`src/rtl/req_gnt_pkg.sv`:
```
// Shared encodings and default sizing for the round-robin req/gnt responder.
package req_gnt_pkg;

  typedef enum logic [1:0] {
    IDLE  = 2'd0,
    SERVE = 2'd1,
    GRANT = 2'd2
  } state_t;

  localparam int N_REQ_DEF      = 4;
  localparam int ID_W_DEF       = 2;
  localparam int SVC_CYCLES_DEF = 3;
  localparam int CNT_W_DEF      = 4;

endpackage

```
`src/rtl/req_gnt_responder_rr_pick.sv`:
```
// Round-robin picker: first asserted request at or after ptr, wrapping modulo N_REQ.
module rr_pick
  import req_gnt_pkg::*;
#(
  parameter int N_REQ = N_REQ_DEF,
  parameter int ID_W  = ID_W_DEF
) (
  input  logic [N_REQ-1:0] req,
  input  logic [ID_W-1:0]  ptr,
  output logic [ID_W-1:0]  winner,
  output logic             valid
);

  logic [ID_W:0]   sum;
  logic [ID_W-1:0] idx;

  always_comb begin
    // NOTE: every combinational output gets a default first, so no path leaves it unassigned (no latch).
    winner = '0;
    valid  = 1'b0;
    sum    = '0;
    idx    = '0;
    // Scan from the farthest offset down so the offset nearest ptr wins last.
    for (int i = N_REQ - 1; i >= 0; i--) begin
      sum = {1'b0, ptr} + (ID_W + 1)'(i);
      if (sum >= (ID_W + 1)'(N_REQ)) sum = sum - (ID_W + 1)'(N_REQ);
      idx = sum[ID_W-1:0];
      if (req[idx]) begin
        winner = idx;
        valid  = 1'b1;
      end
    end
  end

endmodule

```
`src/rtl/req_gnt_responder.sv`:
```
// Multi-requester req/gnt responder: round-robin selection, fixed service time,
// one-cycle grant pulse, abort when the selected requester withdraws.
module req_gnt_responder
  import req_gnt_pkg::*;
#(
  parameter int N_REQ      = N_REQ_DEF,
  parameter int ID_W       = ID_W_DEF,
  parameter int SVC_CYCLES = SVC_CYCLES_DEF,
  parameter int CNT_W      = CNT_W_DEF
) (
  input  logic             clk,
  input  logic             rst,
  input  logic [N_REQ-1:0] req,
  output logic [N_REQ-1:0] gnt,
  output logic [ID_W-1:0]  gnt_id,
  output logic             busy,
  output logic             abort
);

  state_t           state, state_nxt;
  logic [ID_W-1:0]  sel, sel_nxt, sel_inc;
  logic [ID_W-1:0]  ptr, ptr_nxt;
  logic [CNT_W-1:0] cnt, cnt_nxt;
  logic [N_REQ-1:0] gnt_nxt;
  logic             busy_nxt, abort_nxt;
  logic [ID_W-1:0]  pick_id;
  logic             pick_valid;

  rr_pick #(
    .N_REQ (N_REQ),
    .ID_W  (ID_W)
  ) u_rr_pick (
    .req    (req),
    .ptr    (ptr),
    .winner (pick_id),
    .valid  (pick_valid)
  );

  assign sel_inc = (sel == ID_W'(N_REQ - 1)) ? '0 : sel + 1'b1;
  assign gnt_id  = sel;

  // NOTE: all registers, including the gnt/abort pulses, take their reset value asynchronously so nothing stale leaks past a mid-service reset.
  always_ff @(posedge clk or negedge rst) begin
    if (!rst) begin
      state <= IDLE;
      sel   <= '0;
      ptr   <= '0;
      cnt   <= '0;
      gnt   <= '0;
      busy  <= 1'b0;
      abort <= 1'b0;
    end else begin
      // NOTE: non-blocking assignments so every register samples the pre-edge values.
      state <= state_nxt;
      sel   <= sel_nxt;
      ptr   <= ptr_nxt;
      cnt   <= cnt_nxt;
      gnt   <= gnt_nxt;
      busy  <= busy_nxt;
      abort <= abort_nxt;
    end
  end

  always_comb begin
    state_nxt = state;
    case (state)
      IDLE:    if (pick_valid) state_nxt = SERVE;
      SERVE: begin
        if (!req[sel])       state_nxt = IDLE;
        else if (cnt == '0)  state_nxt = GRANT;
      end
      GRANT:   state_nxt = IDLE;
      default: state_nxt = IDLE;
    endcase
  end

  always_comb begin
    sel_nxt   = sel;
    ptr_nxt   = ptr;
    cnt_nxt   = cnt;
    gnt_nxt   = '0;
    busy_nxt  = busy;
    abort_nxt = 1'b0;
    case (state)
      IDLE: begin
        if (pick_valid) begin
          sel_nxt  = pick_id;
          busy_nxt = 1'b1;
          cnt_nxt  = CNT_W'(SVC_CYCLES - 1);
        end
      end
      SERVE: begin
        if (!req[sel]) begin
          abort_nxt = 1'b1;
          busy_nxt  = 1'b0;
          ptr_nxt   = sel_inc;
        end else if (cnt == '0) begin
          gnt_nxt[sel] = 1'b1;
        end else begin
          cnt_nxt = cnt - 1'b1;
        end
      end
      GRANT: begin
        busy_nxt = 1'b0;
        ptr_nxt  = sel_inc;
      end
      default: begin
        busy_nxt = 1'b0;
      end
    endcase
  end

endmodule

```
`config.mk`:
```
export PLATFORM = sky130hd
export DESIGN_NAME = req_gnt_responder
export DESIGN_NICKNAME = d
export VERILOG_FILES = /design/src/rtl/req_gnt_pkg.sv /design/src/rtl/req_gnt_responder_rr_pick.sv /design/src/rtl/req_gnt_responder.sv
export SDC_FILE = /design/constraint.sdc
export NUM_CORES = 1
export LEC_CHECK = 0
export ABC_AREA = 1
export CORE_MARGIN = 10
export CORE_UTILIZATION = 50
export DETAILED_ROUTE_END_ITERATION = 8
export HOLD_SLACK_MARGIN = 0.12
export PLACE_DENSITY = 0.72
export RECOVER_POWER = 25
export SLEW_MARGIN = 20
export SYNTH_ARGS = -nofsm -noshare
export SYNTH_HDL_FRONTEND = slang
export SYNTH_SLANG_ARGS = --single-unit
```
`constraint.sdc`:
```
create_clock -name clk -period 1.9 [get_ports clk]
set_input_delay 0.475 -clock clk [delete_from_list [all_inputs] [get_ports clk]]
set_output_delay 0.475 -clock clk [all_outputs]
set_load 0.02 [all_outputs]
```
==> impl_metrics.env <==
export IMPL_grt_pass1_vias=852
export IMPL_status="finished clean"
export IMPL_maxSlewHeadroom=0.471
export IMPL_cp_top_family="buffers and inverters"
export IMPL_wire_per_inst_um=10.9
export IMPL_initial_core_util=0.525
export IMPL_report_final_hold_viol_count=0
export IMPL_cp_start_kind="flip-flop"
export IMPL_synth_net_count=149
export IMPL_hp_start="busy$_DFFE_PN0P_"
export IMPL_hpwl_mm=1.66
export IMPL_holdCritPathClass="reg -> reg"
export IMPL_worstSetupEndpointType="output pin"
export IMPL_ir_worst_vdd_uv=1040
export IMPL_cts_tree="built"
export IMPL_syn_area_um2=1030
export IMPL_grt_usage=0.102
export IMPL_syn_to_final_growth_pct=18.8
export IMPL_r2r_setup_slack_ps=280
export IMPL_ff2ff_path_depth=11
export IMPL_max_stage_delay_ps=620
export IMPL_cts_resized=0
export IMPL_drtIter0Drc=54
export IMPL_use_met1=0.125
export IMPL_period_needed_ps=1750
export IMPL_post_route_drc_count=0
export IMPL_yosys_warnings=0
export IMPL_clock_root_buffer="clkbuf_4"
export IMPL_place_gp_congestion=0.890
export IMPL_cp_num_buf_inv=1
export IMPL_power_density_nw_per_um2=1650
export IMPL_ant_nets=0
export IMPL_crit_cells=1
export IMPL_busiest_layer="met2"
export IMPL_setup_viol=0
export IMPL_fp_row_count=16
export IMPL_seq_area_frac_synth=0.389
export IMPL_hold_depth=2
export IMPL_fillers=191
export IMPL_cp_cell_sequence="clkdlybuf4s50_1"
export IMPL_top_level_ports=14
export IMPL_grtUsageMet3=0.0458
export IMPL_cap_viol_max_count=0
export IMPL_insertedDiodeCount=0
export IMPL_grt_use_met2=0.162
export IMPL_io_buffers=13
export IMPL_yosysUniqueCellTypes=20
export IMPL_layout_drive_gt1_share=0.160
export IMPL_insertion_delay_ps=280
export IMPL_cts_setup_buffers=0
export IMPL_fin_tns_setup_ps=0
export IMPL_rsz0062_at_grt="no"
export IMPL_vias_per_cell=4.78
export IMPL_vias=875
export IMPL_num_nets_final=169
export IMPL_cp_required_ps=1420
export IMPL_dieHeight_um=65.4
export IMPL_fin_crit_sh=0.921
export IMPL_fin_util=0.624
export IMPL_r2r_end="cnt[3]$_DFFE_PN0P_"
export IMPL_p_leak_nw=0.659
export IMPL_die_x_um=65.4
export IMPL_holdPathEnd="busy$_DFFE_PN0P_"
export IMPL_grt_remaining_overflow=0
export IMPL_cts_buffers=3
export IMPL_cts_hold_buffers=0
export IMPL_timing_rr_start="ptr[0]$_DFFE_PN0P_"
export IMPL_syn_area_per_cell_um2=7.46
export IMPL_core_area_um2=1960
export IMPL_drt_wl_total_mm=2.00
export IMPL_grt_pass1_wl_mm=3.57
export IMPL_htree_levels=1
export IMPL_clock_skew_ps=3.34
export IMPL_path_class="reg -> out"
export IMPL_grt_max_degree=17
export IMPL_antenna_found_initial=0
export IMPL_drtPass1Iterations=4
export IMPL_drv_slew=0
export IMPL_timing_fmax_mhz=571
export IMPL_cts_sinks=16
export IMPL_die_area_um2=4270
export IMPL_arrival_ps=1280
export IMPL_worst_pin_slew_ps=793
export IMPL_slowest_stage="clkdlybuf4s50_1"
export IMPL_clkSlewWorstSetupHoldPaths_ps=80
export IMPL_cts_buffer_depth=2
export IMPL_crit_fanout=3
export IMPL_synth_seq_cells=16
export IMPL_postSynthCellCount=138
worst max path at each step:
stage / start / end / slack (ps)
6_report: gnt_id[1]$_DFFE_PN0P_ / gnt_id[1] / 150
5_1_grt: gnt_id[1]$_DFFE_PN0P_ / gnt_id[1] / 100
4_1_cts: gnt_id[1]$_DFFE_PN0P_ / gnt_id[1] / 130
3_5_place_dp: req[3] / cnt[3]$_DFFE_PN0P_ / 10
3_3_place_gp: req[1] / cnt[1]$_DFFE_PN0P_ / 30
2_1_floorplan: cnt[0]$_DFFE_PN0P_ / cnt[1]$_DFFE_PN0P_ / 460
cell families (layout without fill, tap and decap cells):
| family | Yosys count | after routing | share of synthesized area |
|---|---|---|---|
| DFF | 16 | 16 | 0.389 |
| buffers and inverters | 25 | 43 | 0.103 |
| and+or+nand+nor | 78 | 78 | 0.362 |
| AOI/OAI and AO/OA | 12 | 12 | 0.0680 |
| xor gates and xnor gates | 2 | 2 | 0.0170 |
| adders and majority gates | 5 | 5 | 0.0608 |
routing by layer:
metal,share of wire,wire (um)
met5,0,0
met4,0.0055,11
met3,0.078,155
met2,0.43,862
met1,0.49,970
synth_stat cells:
master	instances	share of area
a22oi_1	1	0.0073
nor3_1	2	0.0097
nor2_1	9	0.033
nand2_1	38	0.14
dfrtp_1	16	0.39
and2_1	1	0.0061
inv_6	1	0.0085
nor2_2	2	0.012
nand2_2	10	0.061
xor2_1	2	0.017
nand3_1	12	0.058
buf_6	1	0.011
a21oi_1	3	0.015
o21ai_2	2	0.017
nor2_4	1	0.011
inv_2	1	0.0036
nand2_4	3	0.033
ha_1	5	0.061
o21ai_0	6	0.029
inv_1	22	0.080
registers in the layout (all words and copies together) (netlist names):
name    flops
gnt         4
abort       1
busy        1
state       2
cnt         4
ptr         2
gnt_id      2
through the flow:
step	area, um^2	hold slack (ps)	instances	power (mW)	setup WS, ps
4_1_cts	1230	508	183	2.04	130
6_report	1220	537	183	2.02	150
2_1_floorplan	1030	179	138	1.55	465
5_1_grt	1220	575	183	2.25	103
3_5_place_dp	1200	527	180	1.86	10.5
3_3_place_gp	1200	515	180	1.84	32.9
area by class of cell:
class                           count  area, um^2  share of cell area
Multi-Input combinational cell     97         523               0.427
Sequential cell                    16         400               0.327
Timing Repair Buffer               16         149               0.122
Inverter                           24        95.1              0.0777
Tap cell                           27        33.8              0.0276
Clock buffer                        3        22.5              0.0184
where the power goes:
part	internal (mW)	switching, mW
clock	0.0735	0.0915
sequential	0.463	0.111
combinational	0.472	0.811
layout by cell type, fill, tap and decap left out:
cell type,count
nand2_4,3
dlygate4sd3_1,1
inv_2,1
nor2_4,1
ha_1,5
a21oi_1,3
inv_6,1
nor2_1,9
a22oi_1,1
and2_1,1
o21ai_0,6
clkbuf_1,1
clkbuf_4,3
nand3_1,12
xor2_1,2
dfrtp_1,16
nand2_1,38
nor2_2,2
nand2_2,10
buf_4,2
clkdlybuf4s50_1,12
o21ai_2,2
nor3_1,2
inv_1,22
worst reg2reg max path, stage by stage, from the launching register on:
cell	delay, ps
dfrtp_1	600
inv_6	90
nand2_1	90
nand2_2	80
nand2_1	70
nand2_1	90
nor2_2	100
nand2_2	80
nand2_4	100
nand2_4	80
nand2_1	80
nand2_1	60
Power figures use the tool's default switching activity.
